==> src/rtl/imm_decode_pipe_pkg.sv <==
// Shared core package: instruction format codes and RV32I major opcodes.
// Used by the immediate decoder and by any control unit / ALU-source mux
// that needs to interpret the format code produced by imm_decode_pipe.
package imm_decode_pipe_pkg;

    // 4-bit format code carried on out_type
    typedef enum logic [3:0] {
        FMT_LOAD    = 4'd0,
        FMT_IMM     = 4'd1,
        FMT_STORE   = 4'd2,
        FMT_REG     = 4'd3,
        FMT_LUI     = 4'd4,
        FMT_AUIPC   = 4'd5,
        FMT_BRNCH   = 4'd6,
        FMT_JALR    = 4'd7,
        FMT_JAL     = 4'd8,
        FMT_ILLEGAL = 4'hF
    } fmt_t;

    // Major opcodes, inst[6:0]
    localparam logic [6:0] OP_LOAD   = 7'b0000011;
    localparam logic [6:0] OP_IMM    = 7'b0010011;
    localparam logic [6:0] OP_STORE  = 7'b0100011;
    localparam logic [6:0] OP_REG    = 7'b0110011;
    localparam logic [6:0] OP_LUI    = 7'b0110111;
    localparam logic [6:0] OP_AUIPC  = 7'b0010111;
    localparam logic [6:0] OP_BRNCH  = 7'b1100011;
    localparam logic [6:0] OP_JALR   = 7'b1100111;
    localparam logic [6:0] OP_JAL    = 7'b1101111;

endpackage

==> src/rtl/imm_decode_pipe_dec.sv <==
// imm_format_dec: purely combinational RV32I immediate decoder.
// Ports:
//   inst    [31:0]      instruction word
//   fmt     [3:0]       format code (FMT_* from the package, 4'hF if illegal)
//   imm     [XLEN-1:0]  sign-extended immediate (0 for reg and illegal)
//   illegal             unsupported encoding
module imm_format_dec
    import imm_decode_pipe_pkg::*;
#(
    parameter int XLEN = 32
) (
    input  logic [31:0]     inst,
    output logic [3:0]      fmt,
    output logic [XLEN-1:0] imm,
    output logic            illegal
);

    // Raw immediate fields in RV32I bit packing; the signed casts below
    // sign-extend each one from inst[31] up to XLEN.
    logic [11:0] i_field;
    logic [11:0] s_field;
    logic [12:0] b_field;
    logic [31:0] u_field;
    logic [20:0] j_field;

    assign i_field = inst[31:20];
    assign s_field = {inst[31:25], inst[11:7]};
    assign b_field = {inst[31], inst[7], inst[30:25], inst[11:8], 1'b0};
    assign u_field = {inst[31:12], 12'b0};
    assign j_field = {inst[31], inst[19:12], inst[20], inst[30:21], 1'b0};

    // Every legal opcode ends in 2'b11, so a full 7-bit match also rejects
    // compressed-space encodings.
    always_comb begin
        fmt     = FMT_ILLEGAL;
        imm     = '0;
        illegal = 1'b0;
        case (inst[6:0])
            OP_LOAD:  begin fmt = FMT_LOAD;  imm = XLEN'($signed(i_field)); end
            OP_IMM:   begin fmt = FMT_IMM;   imm = XLEN'($signed(i_field)); end
            OP_STORE: begin fmt = FMT_STORE; imm = XLEN'($signed(s_field)); end
            OP_REG:   begin fmt = FMT_REG;   imm = '0; end
            OP_LUI:   begin fmt = FMT_LUI;   imm = XLEN'($signed(u_field)); end
            OP_AUIPC: begin fmt = FMT_AUIPC; imm = XLEN'($signed(u_field)); end
            OP_BRNCH: begin fmt = FMT_BRNCH; imm = XLEN'($signed(b_field)); end
            OP_JALR:  begin fmt = FMT_JALR;  imm = XLEN'($signed(i_field)); end
            OP_JAL:   begin fmt = FMT_JAL;   imm = XLEN'($signed(j_field)); end
            default: begin
                fmt     = FMT_ILLEGAL;
                imm     = '0;
                illegal = 1'b1;
            end
        endcase
    end

endmodule

==> src/rtl/imm_decode_pipe.sv <==
// imm_decode_pipe: decodes an RV32I instruction stream into format code and
// immediate, buffered by a main output register plus a one-entry skid
// register so that in_ready can be registered without losing throughput.
// Ports:
//   clk, rst                 clock, synchronous active-high reset
//   flush                    drop every buffered entry (and a same-cycle accept)
//   in_valid/in_ready/in_inst  input handshake and instruction
//   out_valid/out_ready      output handshake
//   out_inst/out_type/out_imm/out_illegal  decoded entry at the head
//   illegal_cnt              saturating count of illegal words delivered
module imm_decode_pipe
    import imm_decode_pipe_pkg::*;
#(
    parameter int XLEN  = 32,
    parameter int CNT_W = 8
) (
    input  logic             clk,
    input  logic             rst,
    input  logic             flush,
    input  logic             in_valid,
    output logic             in_ready,
    input  logic [31:0]      in_inst,
    output logic             out_valid,
    input  logic             out_ready,
    output logic [31:0]      out_inst,
    output logic [3:0]       out_type,
    output logic [XLEN-1:0]  out_imm,
    output logic             out_illegal,
    output logic [CNT_W-1:0] illegal_cnt
);

    typedef struct packed {
        logic [31:0]     inst;
        logic [3:0]      fmt;
        logic [XLEN-1:0] imm;
        logic            illegal;
    } entry_t;

    entry_t dec_entry;
    entry_t main_reg, main_next;
    entry_t skid_reg, skid_next;
    logic   main_valid_reg, main_valid_next;
    logic   skid_valid_reg, skid_valid_next;
    logic   in_ready_reg;
    logic [CNT_W-1:0] cnt_reg, cnt_next;

    logic accept;
    logic drain;

    // Decode at the input so the registered entry is ready to present
    imm_format_dec #(.XLEN(XLEN)) u_dec (
        .inst    (in_inst),
        .fmt     (dec_entry.fmt),
        .imm     (dec_entry.imm),
        .illegal (dec_entry.illegal)
    );
    assign dec_entry.inst = in_inst;

    assign accept = in_valid && in_ready_reg;
    assign drain  = main_valid_reg && out_ready;

    always_comb begin
        main_next       = main_reg;
        skid_next       = skid_reg;
        main_valid_next = main_valid_reg;
        skid_valid_next = skid_valid_reg;
        if (flush) begin
            // Data is left in place; only the valid bits matter
            main_valid_next = 1'b0;
            skid_valid_next = 1'b0;
        end else if (drain || !main_valid_reg) begin
            if (skid_valid_reg) begin
                // Skid is older than any new word: it moves up first
                main_valid_next = 1'b1;
                main_next       = skid_reg;
                skid_valid_next = accept;
                if (accept) begin
                    skid_next = dec_entry;
                end
            end else begin
                main_valid_next = accept;
                if (accept) begin
                    main_next = dec_entry;
                end
            end
        end else if (accept) begin
            skid_valid_next = 1'b1;
            skid_next       = dec_entry;
        end
    end

    // Counts delivered illegal words, including a delivery in a flush cycle
    always_comb begin
        cnt_next = cnt_reg;
        if (drain && main_reg.illegal && (cnt_reg != {CNT_W{1'b1}})) begin
            cnt_next = cnt_reg + CNT_W'(1);
        end
    end

    always_ff @(posedge clk) begin
        if (rst) begin
            main_reg       <= '0;
            skid_reg       <= '0;
            main_valid_reg <= 1'b0;
            skid_valid_reg <= 1'b0;
            in_ready_reg   <= 1'b1;
            cnt_reg        <= '0;
        end else begin
            main_reg       <= main_next;
            skid_reg       <= skid_next;
            main_valid_reg <= main_valid_next;
            skid_valid_reg <= skid_valid_next;
            in_ready_reg   <= !skid_valid_next;
            cnt_reg        <= cnt_next;
        end
    end

    assign in_ready    = in_ready_reg;
    assign out_valid   = main_valid_reg;
    assign out_inst    = main_reg.inst;
    assign out_type    = main_reg.fmt;
    assign out_imm     = main_reg.imm;
    assign out_illegal = main_reg.illegal;
    assign illegal_cnt = cnt_reg;

endmodule

==> config.mk <==
export PLATFORM = sky130hd
export DESIGN_NAME = imm_decode_pipe
export DESIGN_NICKNAME = d
export VERILOG_FILES = /design/src/rtl/imm_decode_pipe_pkg.sv /design/src/rtl/imm_decode_pipe_dec.sv /design/src/rtl/imm_decode_pipe.sv
export SDC_FILE = /design/constraint.sdc
export NUM_CORES = 1
export LEC_CHECK = 0
export CORE_MARGIN = 3
export CORE_UTILIZATION = 45
export CTS_CLUSTER_DIAMETER = 50
export DETAILED_ROUTE_END_ITERATION = 12
export MAX_ROUTING_LAYER = met4
export PLACE_DENSITY_LB_ADDON = 0.08
export RECOVER_POWER = 100
export SKIP_CTS_REPAIR_TIMING = 1
export SYNTH_ARGS = -nofsm -noshare
export SYNTH_HDL_FRONTEND = slang
export SYNTH_HIERARCHICAL = 1
export SYNTH_SLANG_ARGS = --single-unit
==> constraint.sdc <==
create_clock -name clk -period 3.4 [get_ports clk]
set_clock_uncertainty 0.05 [all_clocks]
set_input_delay 0.34 -clock clk [delete_from_list [all_inputs] [get_ports clk]]
set_output_delay 0.34 -clock clk [all_outputs]
set_load 0.005 [all_outputs]
==> results.sh <==
export IMPL_status="finished clean"
export IMPL_synth_nets=726
export IMPL_n_antenna_cell=0
export IMPL_start_util=0.467
export IMPL_antenna_found_initial=0
export IMPL_yosys_warnings=6
export IMPL_final_max_slew_viol_count=0
export IMPL_drc=0
export IMPL_dr_wl_met2_um=7630
export IMPL_wl_met3_um=610
export IMPL_root_buffer="clkbuf_16"
export IMPL_drt_pass1_iterations=4
export IMPL_totalWireLength_um=16400
export IMPL_routed_via_density=5.47
export IMPL_cts_buffers=17
export IMPL_maxCapViolCount=0
export IMPL_grt_overflow_total=0
export IMPL_critPathRequiredTime_ns=3.64
export IMPL_crit_fanout=69
export IMPL_synth_seq_cells=149
export IMPL_hold_viol=0
export IMPL_synth_largest_area_cell="dfxtp_1"
export IMPL_critPathCaptureType="register"
export IMPL_cts_tree="done"
export IMPL_die_area_um2=16100
export IMPL_tns_ns=0
export IMPL_cts_max_path_buffers=2
export IMPL_grt_pass1_wl_um=26400
export IMPL_h_tree_depth=4
export IMPL_io_pins=116
export IMPL_area_delta_synth_final_pct=25.8
export IMPL_crit_chain="inv_1, a211oi_4, clkbuf_4, mux2i_1, nor2_1"
export IMPL_grt_max_degree=93
export IMPL_io_buffers=115
export IMPL_netlist_area_um2=6560
export IMPL_die_y_um=127
export IMPL_ant_nets=0
export IMPL_ys_seq_area_frac=0.455
export IMPL_critPathKind="reg2reg"
export IMPL_synth_cells=688
export IMPL_grt_usage=0.213
export IMPL_drive_gt1_frac=0.0536
export IMPL_crit_arrival_ns=2.92
export IMPL_wl_per_cell_um=17.1
export IMPL_crit_slowest_cell="clkbuf_4"
export IMPL_insertion_delay_ns=0.42
export IMPL_leakage_nw=2.96
export IMPL_slowest_delay_ns=1.01
export IMPL_fp_row_count=43
export IMPL_core_area_um2=14000
export IMPL_max_vdd_ir_drop_mv=0.407
export IMPL_hold_path_class="in2reg"
export IMPL_first_iter_violations=467
export IMPL_synthFlopType="dfxtp_1"
export IMPL_largest_reg_flops=69
export IMPL_grt_pass1_vias=5034
export IMPL_gp_congestion=0.824
export IMPL_async_reset_ff_frac=0
export IMPL_synth_top_area_frac=0.455
export IMPL_final_period_utilization=0.787
export IMPL_die_w_um=127
export IMPL_period_needed_ns=2.68
export IMPL_slew_headroom=0.101
export IMPL_synth_area_leaders="dfxtp_1 45%, mux2i_1 21%, nor2_1 8.5%"
export IMPL_power_density_nw_per_um2=484
export IMPL_avgSynthCellArea_um2=9.53
export IMPL_nNetsFinal=811
export IMPL_rsz0062_at_grt="no"
export IMPL_hpwl_um=10900
export IMPL_clk_pin_slew_ns=0.06
export IMPL_clock_sink_count=149
export IMPL_met1_length_um=7930
export IMPL_placed_area_um2=7720
export IMPL_ys_types=47
export IMPL_timing_fmax_ghz=0.374
export IMPL_setup_violations_final=0
export IMPL_routed_top_layer="met4"
export IMPL_dr_total_vias=5270
export IMPL_synth_edf_count=0
export IMPL_tightest_slew_ns=1.35
export IMPL_start_kind="register"
export IMPL_final_area_um2=8250
-- metrics by stage --
stage	power [mW]	cells	utilization	worst slack (ns)	hold WS (ns)
6_report	3.99	963	0.587	0.723	0.360
5_1_grt	4.16	963	0.587	0.582	0.386
4_1_cts	4.06	963	0.588	1.13	0.353
3_5_place_dp	2.30	934	0.550	0.683	0.433
3_3_place_gp	2.29	934	0.550	0.791	0.422
2_1_floorplan	2.07	688	-	1.68	0.368
-- cell type report --
type | instances | area [um2]
Fill cell | 1249 | 5800
Multi-Input combinational cell | 481 | 3280
Sequential cell | 149 | 2990
Timing Repair Buffer | 122 | 1210
Clock buffer | 24 | 462
Tap cell | 180 | 225
Clock inverter | 5 | 77.6
Inverter | 2 | 7.51
-- power by group --
part	total, mW	switching, mW	internal, mW	leakage (nW)
clock	1.76	0.675	1.08	0.260
combinational	0.389	0.201	0.188	1.49
sequential	1.84	0.0366	1.81	1.21
-- cells in the final DEF (no fill, tap or decap), drive strengths merged, types with 2 or more instances in the layout --
cell	netlist	final
a211oi	73	73
a21o	12	12
a21oi	12	12
a22o	4	4
and2	7	7
and3	2	2
and4	2	2
buf	35	6
bufinv	0	2
clkbuf	21	26
clkdlybuf4s50	0	35
clkinv	0	2
dfxtp	149	149
dlygate4sd3	0	79
inv	2	2
mux2i	139	139
nand2	9	9
nand2b	2	2
nand3	17	17
nand4	2	2
nor2	148	148
nor2b	5	5
nor3	8	8
o21ai	19	19
or2	2	2
or3	3	3
-- cell families (layout without fill, tap and decap cells) --
kind of cell / Yosys count / count (layout) / synth area share
and+or+nand+nor: 211 / 211 / 0.141
AOI/OAI and AO/OA: 127 / 127 / 0.138
buffers and inverters: 58 / 153 / 0.0475
DFF: 149 / 149 / 0.455
muxes: 140 / 140 / 0.214
adders and majority gates: 1 / 1 / 0.00191
xor gates and xnor gates: 2 / 2 / 0.00267
-- worst paths after layout --
| kind | start | end | depth (start not counted) | slack [ns] |
|---|---|---|---|---|
| setup / recovery | skid_valid_reg | skid_reg[45] | 5 | 0.72 |
| hold / removal | rst | illegal_cnt[4] | 2 | 0.36 |
| setup reg to reg | skid_valid_reg | skid_reg[45] | 5 | 0.72 |
| hold reg to reg | skid_reg[5] | skid_reg[5] | 2 | 0.44 |
-- metal layers --
metal | vias to the layer above | track usage
li1 | 2621 | -
met1 | 2522 | 0.283
met2 | 107 | 0.322
met3 | 20 | 0.0493
met4 | 0 | 0.0681
met5 | - | -
-- critical path: cells and delay by family (launching register included) --
family | cells | cell delay [ns]
mux | 1 | 0.31
buf+inv | 2 | 1.17
compound gates | 1 | 0.21
simple gates | 1 | 0.06
flops | 1 | 0.64
-- cells in the mapped netlist, drive strengths merged (7+ instances only) --
cell / n
nor2: 148
clkbuf: 21
nand3: 17
nor3: 8
a21oi: 12
buf: 35
a211oi: 73
and2: 7
o21ai: 19
nand2: 9
a21o: 12
mux2i: 139
dfxtp: 149
No activity file was read; power rests on OpenSTA's default activity.
